## config.mk

```make
export PLATFORM = sky130hd
export DESIGN_NAME = l2_miss_arbiter
export DESIGN_NICKNAME = d
export VERILOG_FILES = /design/src/rtl/l2_arb_pkg.sv /design/src/rtl/l2_rr_pick.sv /design/src/rtl/l2_miss_arbiter.sv
export SDC_FILE = /design/constraint.sdc
export NUM_CORES = 1
export LEC_CHECK = 0
export CAP_MARGIN = 20
export CORE_AREA = 2 2 256 258
export DETAILED_ROUTE_END_ITERATION = 12
export DIE_AREA = 0 0 258 260
export PLACE_DENSITY = 0.45
export SETUP_SLACK_MARGIN = 0.3
export SYNTH_ARGS = -nofsm -noshare
export SYNTH_HDL_FRONTEND = slang
export SYNTH_SLANG_ARGS = --single-unit
```

## constraint.sdc

```tcl
create_clock -name clk_a -period 2.7 [get_ports clk_a]
set_clock_uncertainty 0.05 [all_clocks]
set_input_delay 0.405 -clock clk_a [delete_from_list [all_inputs] [get_ports clk_a]]
set_output_delay 0.405 -clock clk_a [all_outputs]
set_load 0.02 [all_outputs]
```

## src/rtl/l2_arb_pkg.sv

```systemverilog
// Shared types and constants for the L2 miss arbiter: FSM state encoding,
// requester (owner) identifiers and the default watchdog limit.
package l2_arb_pkg;

    typedef enum logic [1:0] {
        IDLE      = 2'd0,
        ISSUE     = 2'd1,
        WAIT_RESP = 2'd2
    } arb_state_t;

    typedef logic [1:0] owner_t;

    localparam owner_t OWN_I = 2'd0;
    localparam owner_t OWN_D = 2'd1;
    localparam owner_t OWN_W = 2'd2;

    localparam int unsigned DEFAULT_TIMEOUT_CYCLES = 32'd1024;

    // Round-robin successor in the order I -> D -> W -> I; the unused code wraps to I.
    function automatic owner_t next_owner(input owner_t id);
        owner_t nxt;
        case (id)
            OWN_I:   nxt = OWN_D;
            OWN_D:   nxt = OWN_W;
            default: nxt = OWN_I;
        endcase
        return nxt;
    endfunction

endpackage

```

## src/rtl/l2_rr_pick.sv

```systemverilog
// Three-way round-robin picker. Searches req starting at ptr in the order
// I -> D -> W -> I and returns the winner both one-hot and as an owner id.
// Purely combinational; the caller registers whatever it derives from it.
module l2_rr_pick
    import l2_arb_pkg::*;
(
    input  logic [2:0] req,
    input  owner_t     ptr,
    output logic [2:0] grant,
    output owner_t     grant_id,
    output logic       any
);

    owner_t cand0;
    owner_t cand1;
    owner_t cand2;

    // Priority search over the three rotated candidates beginning at ptr.
    always_comb begin
        cand0    = (ptr > OWN_W) ? OWN_I : ptr;
        cand1    = next_owner(cand0);
        cand2    = next_owner(cand1);
        grant    = 3'b000;
        grant_id = cand0;
        any      = |req;
        if (req[cand0]) begin
            grant_id = cand0;
        end else if (req[cand1]) begin
            grant_id = cand1;
        end else if (req[cand2]) begin
            grant_id = cand2;
        end else begin
            grant_id = cand0;
        end
        if (any) begin
            grant[grant_id] = 1'b1;
        end else begin
            grant = 3'b000;
        end
    end

endmodule

```

## src/rtl/l2_miss_arbiter.sv

```systemverilog
// L2 miss arbiter: grants one of I-miss / D-miss / D-write by round-robin,
// issues a single L3 transaction, waits for the response and routes it to
// the owner and (for reads) to the L2 fill port. One transaction in flight.
// Optional watchdog in WAIT_RESP is enabled by defining L2_ARB_TIMEOUT_EN.
module l2_miss_arbiter
    import l2_arb_pkg::*;
#(
    parameter int unsigned ADDR_W         = 64,
    parameter int unsigned DATA_W         = 64,
    parameter int unsigned TIMEOUT_CYCLES = DEFAULT_TIMEOUT_CYCLES
) (
    input  logic              clk_a,
    input  logic              reset,
    input  logic              i_req,
    input  logic [ADDR_W-1:0] i_addr,
    output logic              i_ack,
    input  logic              d_req,
    input  logic [ADDR_W-1:0] d_addr,
    output logic              d_ack,
    input  logic              w_req,
    input  logic [ADDR_W-1:0] w_addr,
    input  logic [DATA_W-1:0] w_data,
    output logic              w_ack,
    output logic              l3_req_valid,
    input  logic              l3_req_ready,
    output logic              l3_req_we,
    output logic [ADDR_W-1:0] l3_addr,
    output logic [DATA_W-1:0] l3_wdata,
    input  logic              l3_resp_valid,
    input  logic [DATA_W-1:0] l3_resp_data,
    output logic              i_fill_valid,
    output logic              d_fill_valid,
    output logic              w_done,
    output logic [DATA_W-1:0] fill_data,
    output logic              cache_read_start,
    output logic [ADDR_W-1:0] cache_read,
    output logic [DATA_W-1:0] cache_in,
    output logic              busy,
    output logic              timeout_err
);

    arb_state_t        state_r, state_n;
    owner_t            owner_r, owner_n;
    owner_t            rr_ptr_r, rr_ptr_n;
    logic [ADDR_W-1:0] addr_r, addr_n;
    logic [DATA_W-1:0] wdata_r, wdata_n;
    logic              we_r, we_n;
    logic [2:0]        ack_r, ack_n;
    logic              l3_valid_r, l3_valid_n;
    logic [2:0]        done_r, done_n;
    logic [DATA_W-1:0] fill_data_r, fill_data_n;
    logic              crs_r, crs_n;
    logic [ADDR_W-1:0] cache_read_r, cache_read_n;
    logic [DATA_W-1:0] cache_in_r, cache_in_n;
    logic              busy_r, busy_n;
    logic              tmo_r, tmo_n;

    logic [2:0]        grant_s;
    owner_t            grant_id_s;
    logic              any_req_s;

`ifdef L2_ARB_TIMEOUT_EN
    localparam logic [15:0] TIMEOUT_LAST = 16'(TIMEOUT_CYCLES - 32'd1);
    logic [15:0]       wd_cnt_r, wd_cnt_n;
`endif

    l2_rr_pick u_pick (
        .req      ({w_req, d_req, i_req}),
        .ptr      (rr_ptr_r),
        .grant    (grant_s),
        .grant_id (grant_id_s),
        .any      (any_req_s)
    );

    // Next-state and next-output computation for the IDLE/ISSUE/WAIT_RESP sequencer.
    always_comb begin
        state_n      = state_r;
        owner_n      = owner_r;
        rr_ptr_n     = rr_ptr_r;
        addr_n       = addr_r;
        wdata_n      = wdata_r;
        we_n         = we_r;
        ack_n        = 3'b000;
        l3_valid_n   = l3_valid_r;
        done_n       = 3'b000;
        fill_data_n  = fill_data_r;
        crs_n        = 1'b0;
        cache_read_n = cache_read_r;
        cache_in_n   = cache_in_r;
        tmo_n        = tmo_r;
`ifdef L2_ARB_TIMEOUT_EN
        wd_cnt_n     = wd_cnt_r;
`endif
        case (state_r)
            IDLE: begin
                if (any_req_s) begin
                    owner_n    = grant_id_s;
                    rr_ptr_n   = next_owner(grant_id_s);
                    ack_n      = grant_s;
                    l3_valid_n = 1'b1;
                    state_n    = ISSUE;
                    case (grant_id_s)
                        OWN_I: begin
                            addr_n  = i_addr;
                            wdata_n = {DATA_W{1'b0}};
                            we_n    = 1'b0;
                        end
                        OWN_D: begin
                            addr_n  = d_addr;
                            wdata_n = {DATA_W{1'b0}};
                            we_n    = 1'b0;
                        end
                        default: begin
                            addr_n  = w_addr;
                            wdata_n = w_data;
                            we_n    = 1'b1;
                        end
                    endcase
                end else begin
                    state_n = IDLE;
                end
            end
            ISSUE: begin
                if (l3_valid_r && l3_req_ready) begin
                    l3_valid_n = 1'b0;
                    state_n    = WAIT_RESP;
`ifdef L2_ARB_TIMEOUT_EN
                    wd_cnt_n   = 16'd0;
`endif
                end else begin
                    state_n = ISSUE;
                end
            end
            WAIT_RESP: begin
                if (l3_resp_valid) begin
                    state_n     = IDLE;
                    fill_data_n = l3_resp_data;
                    case (owner_r)
                        OWN_I: begin
                            done_n       = 3'b001;
                            crs_n        = 1'b1;
                            cache_read_n = addr_r;
                            cache_in_n   = l3_resp_data;
                        end
                        OWN_D: begin
                            done_n       = 3'b010;
                            crs_n        = 1'b1;
                            cache_read_n = addr_r;
                            cache_in_n   = l3_resp_data;
                        end
                        default: begin
                            done_n = 3'b100;
                        end
                    endcase
`ifdef L2_ARB_TIMEOUT_EN
                end else if (wd_cnt_r == TIMEOUT_LAST) begin
                    // Give up on the response: flag it and release the owner with zero data.
                    state_n     = IDLE;
                    tmo_n       = 1'b1;
                    fill_data_n = {DATA_W{1'b0}};
                    case (owner_r)
                        OWN_I:   done_n = 3'b001;
                        OWN_D:   done_n = 3'b010;
                        default: done_n = 3'b100;
                    endcase
                end else begin
                    wd_cnt_n = wd_cnt_r + 16'd1;
                end
`else
                end else begin
                    state_n = WAIT_RESP;
                end
`endif
            end
            default: begin
                state_n    = IDLE;
                l3_valid_n = 1'b0;
            end
        endcase
        busy_n = (state_n != IDLE);
    end

    // State, payload and output registers with synchronous reset.
    always_ff @(posedge clk_a) begin
        if (reset) begin
            state_r      <= IDLE;
            owner_r      <= OWN_I;
            rr_ptr_r     <= OWN_I;
            addr_r       <= {ADDR_W{1'b0}};
            wdata_r      <= {DATA_W{1'b0}};
            we_r         <= 1'b0;
            ack_r        <= 3'b000;
            l3_valid_r   <= 1'b0;
            done_r       <= 3'b000;
            fill_data_r  <= {DATA_W{1'b0}};
            crs_r        <= 1'b0;
            cache_read_r <= {ADDR_W{1'b0}};
            cache_in_r   <= {DATA_W{1'b0}};
            busy_r       <= 1'b0;
            tmo_r        <= 1'b0;
        end else begin
            state_r      <= state_n;
            owner_r      <= owner_n;
            rr_ptr_r     <= rr_ptr_n;
            addr_r       <= addr_n;
            wdata_r      <= wdata_n;
            we_r         <= we_n;
            ack_r        <= ack_n;
            l3_valid_r   <= l3_valid_n;
            done_r       <= done_n;
            fill_data_r  <= fill_data_n;
            crs_r        <= crs_n;
            cache_read_r <= cache_read_n;
            cache_in_r   <= cache_in_n;
            busy_r       <= busy_n;
            tmo_r        <= tmo_n;
        end
    end

`ifdef L2_ARB_TIMEOUT_EN
    // Watchdog counter for the WAIT_RESP state.
    always_ff @(posedge clk_a) begin
        if (reset) begin
            wd_cnt_r <= 16'd0;
        end else begin
            wd_cnt_r <= wd_cnt_n;
        end
    end
`endif

    assign i_ack            = ack_r[0];
    assign d_ack            = ack_r[1];
    assign w_ack            = ack_r[2];
    assign l3_req_valid     = l3_valid_r;
    assign l3_req_we        = we_r;
    assign l3_addr          = addr_r;
    assign l3_wdata         = wdata_r;
    assign i_fill_valid     = done_r[0];
    assign d_fill_valid     = done_r[1];
    assign w_done           = done_r[2];
    assign fill_data        = fill_data_r;
    assign cache_read_start = crs_r;
    assign cache_read       = cache_read_r;
    assign cache_in         = cache_in_r;
    assign busy             = busy_r;
    assign timeout_err      = tmo_r;

endmodule

```

==> results of run 1 <==
[layout by cell type (no fill, tap or decap), types with 2 or more instances in the layout]
cell	count
clkdlybuf4s50_1	655
nand2_1	389
dfxtp_1	334
a21oi_1	197
nor2_1	65
mux2i_1	64
a22o_1	64
clkbuf_16	46
a22oi_1	36
a2111oi_2	28
o21ai_0	23
buf_12	20
buf_4	20
o21ai_1	16
clkbuf_8	13
clkbuf_1	8
clkinv_2	7
buf_16	7
diode_2	4
nor3_1	4
inv_2	4
buf_6	4
nand2b_1	3
nor2b_1	3
ha_4	3
a21o_1	2
inv_1	2
or3_1	2
o21a_1	2
nor2_4	2
dfxtp_4	2
[critical path: cells and delay by family (launching register included)]
family / cells / cell delay (ps)
muxes: 1 / 200
buffers and inverters: 5 / 630
adders and majority gates: 1 / 220
DFF: 1 / 380
AOI/OAI and AO/OA: 5 / 720
[per-stage QoR]
stage | utilization | area, sq um | setup WS [ps] | cells | hold WS, ps
floorplan | - | 12300 | 481 | 1374 | 367
global placement | 0.313 | 20000 | 31.8 | 2815 | 392
detailed placement | 0.313 | 20000 | -95.5 | 2815 | 396
CTS | 0.338 | 21700 | 295 | 2898 | 263
global route | 0.340 | 21800 | 245 | 2904 | 286
finish | 0.340 | 21800 | 352 | 2905 | 294
[registers in the layout, indices dropped and copies added (netlist names)]
signal,cells
done_r,3
l3_req_valid,1
fill_data,64
l3_addr,64
owner_r,2
ack_r,3
l3_req_we,1
rr_ptr_r,2
cache_in,64
cache_read,64
cache_read_start,1
l3_wdata,64
state_r,2
busy,1
[logic make-up (layout without fill, tap and decap cells)]
family | Yosys count | after routing | synth area share
compound gates | 374 | 374 | 0.205
fa+ha+maj | 3 | 3 | 0.00306
buf+inv | 116 | 788 | 0.0392
flops | 336 | 336 | 0.548
mux | 65 | 65 | 0.0530
other cells | 1 | 5 | 0.000306
simple gates | 479 | 479 | 0.151
[power breakdown]
part	leakage, nW	internal (mW)	switching [mW]
combinational	4.09	2.15	1.95
clock	0.696	3.45	2.25
sequential	2.73	5.33	0.331
total	7.51	10.9	4.53
[metal layers]
metal / routed length, um / up-vias
met4: 1550 / 0
met5: 0 / -
met2: 30400 / 397
met1: 23300 / 5846
met3: 3640 / 91
li1: - / 6009
[timing repair]
action / CTS / global route
endpoints found under the hold margin: 0 / 0
resized for setup: 11 / 32
setup endpoints to repair: 54 / 125
setup buffers: 6 / 2
pin swaps: 2 / 11
cloned: 3 / 1
[cell type report]
type,instances,share of cell area
clock inverter,9,0.00339
clock buffer,65,0.0607
inverter,6,0.00103
sequential,336,0.309
tap,855,0.0491
multi-input combinational,922,0.237
timing repair buffer,708,0.339
antenna,4,0.000460
[worst max-delay path by stage]
stage | startpoint | to | depth (start not counted)
2_1_floorplan | rr_ptr_r[0] | l3_addr[20] | 10
3_3_place_gp | d_req | l3_addr[31] | 7
3_5_place_dp | w_req | l3_addr[36] | 8
4_1_cts | rr_ptr_r[0] | l3_addr[57] | 12
5_1_grt | rr_ptr_r[0] | l3_addr[33] | 12
6_report | rr_ptr_r[0] | l3_addr[57] | 12
==> results by group, run 1 <==
Status
  – Outcome: complete, no violations

Final layout
  – FF+latch area: roughly 6700 sq um
  – Fraction of layout cells with a size suffix above 1: 0.0831
  – Nets: approximately 2300
  – Area delta synth->final: 77.5%
  – Fillers: approximately 6600
  – Multi-input combinational cell area: 5170 sq um

Min path
  – Worst hold path depth: 2
  – Hold_sp: reset
  – Hold Path Class: primary input to register
  – Hold path endpoint: cache_read[61]

Clocking
  – Worst skew pair latency: roughly 550 ps
  – Num CTS Buffers: 43
  – Clock transition at path regs: approximately 60 ps
  – CTS tree: built
  – Clock sink count: about 340
  – CTS max path bufs: 3
  – H-tree levels: 2
  – Root Driver: clkbuf_16
  – Cts hold-fix bufs: 0

Global route
  – GR Util met2: 0.300
  – Met1 usage: 0.192
  – Gr ovfl total: 0
  – Busiest grt layer: met2
  – Largest net degree at the start of global routing: 84
  – Initial antenna violation count: 4
  – Vias in the first global route: between 10000 and 15000
  – Total Routing Usage GR: 0.166
  – First-pass GRT wire length: 84200 um
  – Met3 track demand over resource: 0.0405

Synth
  – Post-synth EDFFs: 0
  – Synth top area share: 0.548
  – FFs w/ async S/R, synth: 0
  – Top cells by area, synth: dfxtp_1 55%, nand2_1 12%, a21oi_1 8.1%
  – Post-synthesis register bit count: ~340
  – Synth Instances: 1374
  – Dominant synthesized flop cell: dfxtp_1
  – Top cell type by total area after synthesis: dfxtp_1
  – Unique cell type count in the Yosys netlist: 37
  – Sequential area share after synthesis: 0.548
  – Top-count cell post-synth: nand2_1
  – Synth Area per Inst: ~8.9 sq um
  – Post-Syn Area: about 12000 sq um
  – Top cells by count, synth: 390 x nand2_1, 336 x dfxtp_1, 198 x a21oi_1
  – Ys Warns: 0
  – Syn Nets: around 1700

Worst setup path
  – Cells along the critical path: inv_2, ha_4, a21oi_2, o211ai_1, a2bb2oi_2, o32ai_4, buf_12, buf_12, buf_16, buf_12, mux2i_1, o21ai_1
  – Worst flop-to-flop path startpoint: rr_ptr_r[0]
  – CP dominant cell by count: buf_12
  – Crit Path Class: register to register
  – R2R Path End: l3_addr[57]
  – R2R cell count: 12
  – CP peak stage delay: about 380 ps
  – Element type at the critical path end: register
  – Critical Path RT: approximately 3100 ps
  – Critical path's slowest cell: dfxtp_4
  – Worst Path Max Fanout: 7
  – Register-to-register setup slack: 350 ps
  – Crit path launch type: register
  – CP arrival: around 2700 ps

Placement
  – Placer Congestion: 0.810
  – Hpwl dp: 42400 um
  – IO Port Bufs: around 660

Die
  – Die Width: between 200 and 300 um
  – Die height: between 200 and 300 um
  – Core footprint: around 64000 sq um
  – Rows: 93
  – IO Pins: about 660
  – Starting density of the core: 0.191
  – Die ar.: around 67000 sq um

STA
  – Fin Setup TNS: 0 ps
  – Period utilisation layout: 0.870
  – Rel. slew slack: 0.631
  – Min Clock Period, post-route: around 2300 ps
  – Final setup fails: 0
  – Peak Freq: between 400 and 500 MHz
  – Unrepaired setup endpoints after global routing: yes
  – Tightest Pin Transition: between 500 and 600 ps
  – Slew Viols, Final: 0
  – Fin. Hold Viols: 0

Route
  – Number of DRC markers in iteration 0: ~520
  – Vias per inst: 4.25
  – Wire per inst: 20.3 um
  – Post-DRT Antenna Nets: 0
  – Residual DRC: 0
  – Routed WL: a little under 60000 um
  – Via count: 12343
  – DRT Pass-1 Iters: 5

Job
  – MaxCap Viol Count: 0

Pwr
  – Cell Pwr Density: 710 nW/um^2
  – Peak supply drop: 341 uV
  – Leakage dissipation: ~7.5 nW
  – Power Total: about 15 mW
(Power assumes the default switching activity.)
==> run 2: changes to the inputs <==
--- a/config.mk
+++ b/config.mk
@@ -5,8 +5,10 @@
 export SDC_FILE = /design/constraint.sdc
 export NUM_CORES = 1
 export LEC_CHECK = 0
+export ABC_CLOCK_PERIOD_IN_PS = 2700
 export CAP_MARGIN = 20
 export CORE_AREA = 2 2 256 258
+export CTS_CLUSTER_DIAMETER = 100
 export DETAILED_ROUTE_END_ITERATION = 12
 export DIE_AREA = 0 0 258 260
 export PLACE_DENSITY = 0.45
==> run 2 against run 1 <==
Effect of this change:
- wire length is 0.14% lower
- clock-buffer cell count down 1
- via count is 0.15% higher
- maximum frequency increased by 0.30%
- sequential power barely moved
- power shrank 0.35%
- critical path type unchanged
- critical endpoint is now l3_addr[49]
- largest power group is now sequential cells
==> results by group, run 2 (same netlist as run 1, synthesis figures left out) <==
Worst setup path
  – R2R cell count: 12
  – Worst Path Max Fanout: 6
  – Worst setup startpoint: rr_ptr_r[0]
  – Crit Path Class: register to register
  – Crit path launch type: register
  – CP arrival: approximately 2700 ps
  – Critical Path RT: roughly 3100 ps
  – Element type at the critical path end: register
  – Worst flop-to-flop path startpoint: rr_ptr_r[0]

Route
  – Number of DRC markers in iteration 0: slightly below 500
  – Routed WL: around 59000 um
  – DRT Pass-1 Iters: 4
  – Wire per inst: ~20 um
  – Via count: ~12000
  – Residual DRC: 0
  – Vias per inst: about 4.3
  – Post-DRT Antenna Nets: 0

Pwr
  – Leakage dissipation: roughly 7.5 nW
  – Cell Pwr Density: ~700 nW/um^2
  – Peak supply drop: around 350 uV
  – Power Total: 15.4 mW

Final layout
  – Fillers: between 6000 and 7000
  – Area delta synth->final: 77.2%
  – Multi-input combinational cell area: between 5000 and 6000 sq um
  – Most frequent cells in the layout: 655 x clkdlybuf4s50_1, 389 x nand2_1, 334 x dfxtp_1
  – Final Core Density: 0.339
  – Most common cell after layout, fill and taps aside: clkdlybuf4s50_1
  – FF+latch area: around 6700 sq um
  – Nets: between 2000 and 2500
  – Fraction of layout cells with a size suffix above 1: 0.0826

Die
  – Core footprint: around 64000 sq um
  – Starting density of the core: 0.191
  – Die Width: 258 um
  – Rows: 93
  – Die ar.: 67100 sq um
  – Die height: 260 um
  – IO Pins: roughly 660

Global route
  – Largest net degree at the start of global routing: 84
  – Gr ovfl total: 0
  – Total Routing Usage GR: 0.166
  – Initial antenna violation count: 4
  – First-pass GRT wire length: 84000 um
  – Vias in the first global route: approximately 12000

Min path
  – Worst hold path depth: 2
  – Hold Path Class: primary input to register
  – Hold_sp: reset

Placement
  – Hpwl dp: 42400 um
  – Dpl ws: -95.5 ps
  – Placer Congestion: a little over 0.8
  – IO Port Bufs: between 600 and 700

STA
  – Final setup fails: 0
  – Peak Freq: ~430 MHz
  – Final WS setup: around 360 ps
  – Rel. slew slack: 0.638
  – Hold WS: around 290 ps
  – Unrepaired setup endpoints after global routing: yes
  – Tightest Pin Transition: 540 ps
  – Slew Viols, Final: 0
  – Period utilisation layout: 0.867
  – Fin. Hold Viols: 0
  – Min Clock Period, post-route: 2340 ps

Clocking
  – H-tree levels: 2
  – CTS max path bufs: 3
  – Num CTS Buffers: 44
  – Worst skew pair latency: about 560 ps
  – CTS tree: built
  – Clock transition at path regs: about 60 ps
  – Clock sink count: ~340
  – Root Driver: clkbuf_16
  – Cts hold-fix bufs: 0

Status
  – Outcome: complete, no violations

Job
  – MaxCap Viol Count: 0
==> run 2: cell types whose count changed in the layout (fill, tap and decap cells not counted) <==
cell      before  now
clkbuf_1       8   10
clkinv_2       7    6
inv_6          0    1
clkbuf_8      13   10
o21ai_1       16   18
o21ai_0       23   21
buf_16         7    6
buf_4         20   23
==> run 2: per-stage QoR <==
stage | setup TNS, ps | cells | instance area [sq um]
final | 0 | 2906 | 21700
after global routing | 0 | 2905 | 21700
after CTS | 0 | 2897 | 21600
after detailed placement | -1290 | 2815 | 20000
after global placement | 0 | 2815 | 20000
after floorplan | 0 | 1374 | 12300
==> run 2: final cells by class <==
cell class	instances	share of cell area
timing repair buffer	710	0.339
clock inverter	9	0.00357
clock buffer	64	0.0592
multi-input combinational	922	0.238
antenna	4	0.000460
sequential	336	0.310
inverter	6	0.00104
tap	855	0.0492
==> run 2: path summary, 6_finish.rpt <==
| check | to | slack [ps] |
|---|---|---|
| worst max-delay path | l3_addr[49] | 360 |
| worst min-delay path | cache_read[61] | 290 |
| worst max register to register | l3_addr[49] | 360 |
| worst min register to register | cache_read[13] | 400 |
==> run 2: worst max-delay path, stage by stage, from the launching register on <==
cell and delay [ps]:
dfxtp_4 380, inv_2 50, ha_4 220, a21oi_2 110
o211ai_1 120, a2bb2oi_2 190, o32ai_4 240, buf_12 180
buf_12 120, buf_16 140, buf_4 130, mux2i_1 180
o21ai_0 80
==> run 2: where the power goes <==
| group | switching, mW | internal (mW) |
|---|---|---|
| sequential | 0.331 | 5.33 |
| clock | 2.26 | 3.37 |
| combinational | 1.95 | 2.16 |
| total | 4.54 | 10.9 |
==> run 2: layer usage <==
| layer | global-route usage | vias up | share of wire |
|---|---|---|---|
| met1 | 0.190 | 5856 | 0.39 |
| met3 | 0.0414 | 93 | 0.065 |
| met4 | 0.0599 | 0 | 0.028 |
| met5 | 0 | - | 0 |
| li1 | - | 6008 | - |
| met2 | 0.299 | 404 | 0.51 |
==> run 2: repair_timing <==
| action | CTS | global route |
|---|---|---|
| setup buffers | 7 | 4 |
| pin swaps | 1 | 11 |
| endpoints found under the setup margin | 52 | 121 |
| cloned | 2 | 1 |
| gates resized for setup | 10 | 34 |
==> run 3: changes to the inputs <==
--- a/config.mk
+++ b/config.mk
@@ -5,13 +5,14 @@
 export SDC_FILE = /design/constraint.sdc
 export NUM_CORES = 1
 export LEC_CHECK = 0
+export ABC_AREA = 1
 export ABC_CLOCK_PERIOD_IN_PS = 2700
 export CAP_MARGIN = 20
-export CORE_AREA = 2 2 256 258
+export CORE_AREA = 2 2 254 256
 export CTS_CLUSTER_DIAMETER = 100
 export DETAILED_ROUTE_END_ITERATION = 12
-export DIE_AREA = 0 0 258 260
-export PLACE_DENSITY = 0.45
+export DIE_AREA = 0 0 256 258
+export PLACE_DENSITY = 0.48
 export SETUP_SLACK_MARGIN = 0.3
 export SYNTH_ARGS = -nofsm -noshare
 export SYNTH_HDL_FRONTEND = slang
==> constraint.sdc (replaced) <==
create_clock -name clk_a -period 2.7 [get_ports clk_a]
set_clock_uncertainty 0.05 [all_clocks]
set_input_delay 0.54 -clock clk_a [delete_from_list [all_inputs] [get_ports clk_a]]
set_output_delay 0.54 -clock clk_a [all_outputs]
set_load 0.02 [all_outputs]
==> run 3 against run 2 <==
Effect of this change:
- cell area up 4.4%
- register-to-register slack barely moved
- setup slack better by 13 ps
- sequential power increased by 8.3%
- die area shrank 1.5%
- maximum frequency is 0.54% higher
- largest cell class unchanged
==> results by group, run 3 <==
Die
  – IO Pins: approximately 660
  – Die ar.: ~66000 sq um
  – Core footprint: around 64000 sq um
  – Die height: 258 um
  – Starting density of the core: 0.211
  – Rows: 93
  – Die Width: approximately 260 um

Route
  – Number of DRC markers in iteration 0: about 880
  – Routed WL: around 64000 um
  – Wire per inst: 19.2 um
  – Residual DRC: 0
  – DRT Pass-1 Iters: 5
  – Vias per inst: approximately 4.4
  – Post-DRT Antenna Nets: 0
  – Via count: 14805

STA
  – Fin Setup TNS: 0 ps
  – Tightest Pin Transition: between 700 and 800 ps
  – Slew Viols, Final: 0
  – Final WS setup: around 370 ps
  – Period utilisation layout: 0.862
  – Min Clock Period, post-route: ~2300 ps
  – Final setup fails: 0
  – Unrepaired setup endpoints after global routing: no
  – Fin. Hold Viols: 0
  – Rel. slew slack: 0.474
  – Peak Freq: ~430 MHz

Synth
  – Post-synthesis adder-cell area fraction: 0.00279
  – Synth Area in Compound Gates: 0.133
  – Top cells by area, synth: dfxtp_1 50%, nand2_1 14%, nand3_1 11%
  – Dominant synthesized flop cell: dfxtp_1
  – Top cell type by total area after synthesis: dfxtp_1
  – Synth Instances: ~1900
  – FFs w/ async S/R, synth: 0
  – Xor and xnor area share after synthesis: 0
  – Top cells by count, synth: 489 x nand2_1, 336 x dfxtp_1, 296 x nand3_1
  – Top-count cell post-synth: nand2_1
  – Ys Warns: 0
  – Post-synth EDFFs: 0
  – Area share of and/or/nand/nor cells after synthesis: 0.277
  – Sequential area share after synthesis: 0.500
  – Post-synthesis register bit count: ~340
  – Synth top area share: 0.500
  – Post-Syn Area: 13400 sq um
  – Largest family of logic cells by synthesized area: simple AND/OR/NAND/NOR gates
  – Unique cell type count in the Yosys netlist: 24
  – Syn Nets: roughly 2200
  – Synth Area per Inst: between 7 and 8 sq um
  – Mux cell area share after synthesis: 0

Worst setup path
  – Cells along the critical path: inv_1, ha_4, inv_2, nand3_2, inv_1, a21oi_1, nand3_1, nand2_1, nand2_4, nor2_4, buf_12, clkbuf_16, nand2_1, nand2_1, nand2_1, nand2_1
  – Critical path's slowest cell: dfxtp_2
  – CP peak stage delay: roughly 340 ps
  – Crit Path Class: register to register
  – Critical Path RT: roughly 3100 ps
  – Delay-heaviest family, CP: simple AND/OR/NAND/NOR gates
  – Worst flop-to-flop path startpoint: rr_ptr_r[0]
  – Crit path launch type: register
  – Worst Path Max Fanout: 9
  – CP arrival: 2770 ps
  – Worst setup startpoint: rr_ptr_r[0]
  – Element type at the critical path end: register
  – CP dominant cell by count: nand2_1
  – CP Buf/Inv Count: 5

Clocking
  – Root Driver: clkbuf_16
  – CTS tree: built
  – Num CTS Buffers: 42
  – Clock sink count: 336
  – CTS max path bufs: 3
  – Cts hold-fix bufs: 0
  – Clock transition at path regs: approximately 60 ps
  – H-tree levels: 2
  – Worst skew pair latency: about 560 ps

Placement
  – Placer Congestion: just under 0.9
  – Area post-placement: ~21000 sq um
  – Dpl ws: 25.1 ps
  – Hpwl dp: approximately 45000 um
  – IO Port Bufs: approximately 660

Final layout
  – Nets: roughly 2800
  – Most common cell after layout, fill and taps aside: clkdlybuf4s50_1
  – Fraction of layout cells with a size suffix above 1: 0.0584
  – Most frequent cells in the layout: 652 x clkdlybuf4s50_1, 485 x nand2_1, 334 x dfxtp_1
  – Fillers: about 6700
  – Area delta synth->final: 68.8%
  – Finished Cell Area: roughly 23000 sq um

Global route
  – Total Routing Usage GR: 0.184
  – Largest net degree at the start of global routing: approximately 160
  – Initial antenna violation count: 5
  – Vias in the first global route: around 15000
  – Gr ovfl total: 0
  – First-pass GRT wire length: about 94000 um

Pwr
  – Sw frac: 0.379
  – Clock Power Share: 0.281
  – Cell Pwr Density: just over 900 nW/um^2
  – Int Pwr: between 10 and 15 mW
  – Comb power frac: 0.423
  – Leakage dissipation: roughly 9 nW
  – Power Total: between 20 and 25 mW
  – Peak supply drop: between 400 and 500 uV
  – P_sw: between 7 and 8 mW
  – Part of the power in registers: 0.296

Job
  – MaxCap Viol Count: 0

Min path
  – Hold_sp: owner_r[0]
  – Hold Path Class: register to register

Status
  – Outcome: complete, no violations
==> run 3: cell types whose count changed in the layout (fill, tap and decap cells not counted), sizes merged, moves of 29 or more <==
cell,delta
inv,+138
a22oi,-36
o21ai,+95
a22o,-64
nand3,+296
nor2,+29
nand2,+101
mux2i,-65
==> run 3: cells by family (layout without fill, tap and decap cells) <==
kind of cell	count (synthesis)	count (layout)
AOI/OAI and AO/OA	351	351
adders and majority gates	3	3
buffers and inverters	289	923
DFF	336	336
other	1	5
and+or+nand+nor	887	887
==> run 3: final timing paths <==
check                           depth (start not counted)  slack (ps)           to
worst min-delay path                                    1         390    done_r[0]
worst max register to register                         16         370  l3_addr[22]
worst max-delay path                                   16         370  l3_addr[22]
worst min register to register                          1         390    done_r[0]
==> run 3: cell type report <==
cell class / count / area, sq um / share of cell area
sequential: 336 / 6730 / 0.297
clock buffer: 61 / 1230 / 0.0544
tap: 855 / 1070 / 0.0471
inverter: 143 / 547 / 0.0241
antenna: 4 / 10.0 / 0.000441
clock inverter: 13 / 173 / 0.00761
multi-input combinational: 1242 / 5650 / 0.249
timing repair buffer: 706 / 7280 / 0.321
==> run 3: routing by layer <==
layer | routed length (um) | track usage | up-vias
met4 | 1450 | 0.0502 | 4
met5 | 26 | 0 | -
li1 | - | - | 7263
met2 | 30600 | 0.313 | 599
met1 | 26800 | 0.219 | 6853
met3 | 5570 | 0.0642 | 86
==> run 3: power groups by stage <==
stage	Clock (mW)	Sequential, mW	Combinational (mW)
3_5_place_dp	0	6.21	7.73
4_1_cts	6.01	6.12	7.83
6_report	5.81	6.13	8.75
2_1_floorplan	0	6.80	3.43
3_3_place_gp	0	6.22	7.69
5_1_grt	6.18	6.21	9.42
==> run 3: worst register-to-register path: cells and delay by family, from the launching register on <==
kind | cells | cell delay, ps
and+or+nand+nor | 9 | 950
adders and majority gates | 1 | 300
buffers and inverters | 5 | 510
DFF | 1 | 340
AOI/OAI and AO/OA | 1 | 110
==> run 3: timing repair <==
item	CTS	global route
gates resized for setup	3	9
endpoints found under the setup margin	60	131
setup buffers	2	4
cloned	1	5
pin swaps	1	4
==> run 3: metrics by stage <==
stage | std cells | hold slack, ps | util
floorplan | 1867 | 351 | -
global placement | 3270 | 368 | 0.330
detailed placement | 3270 | 370 | 0.330
CTS | 3347 | 375 | 0.353
global route | 3358 | 414 | 0.356
finish | 3360 | 386 | 0.357
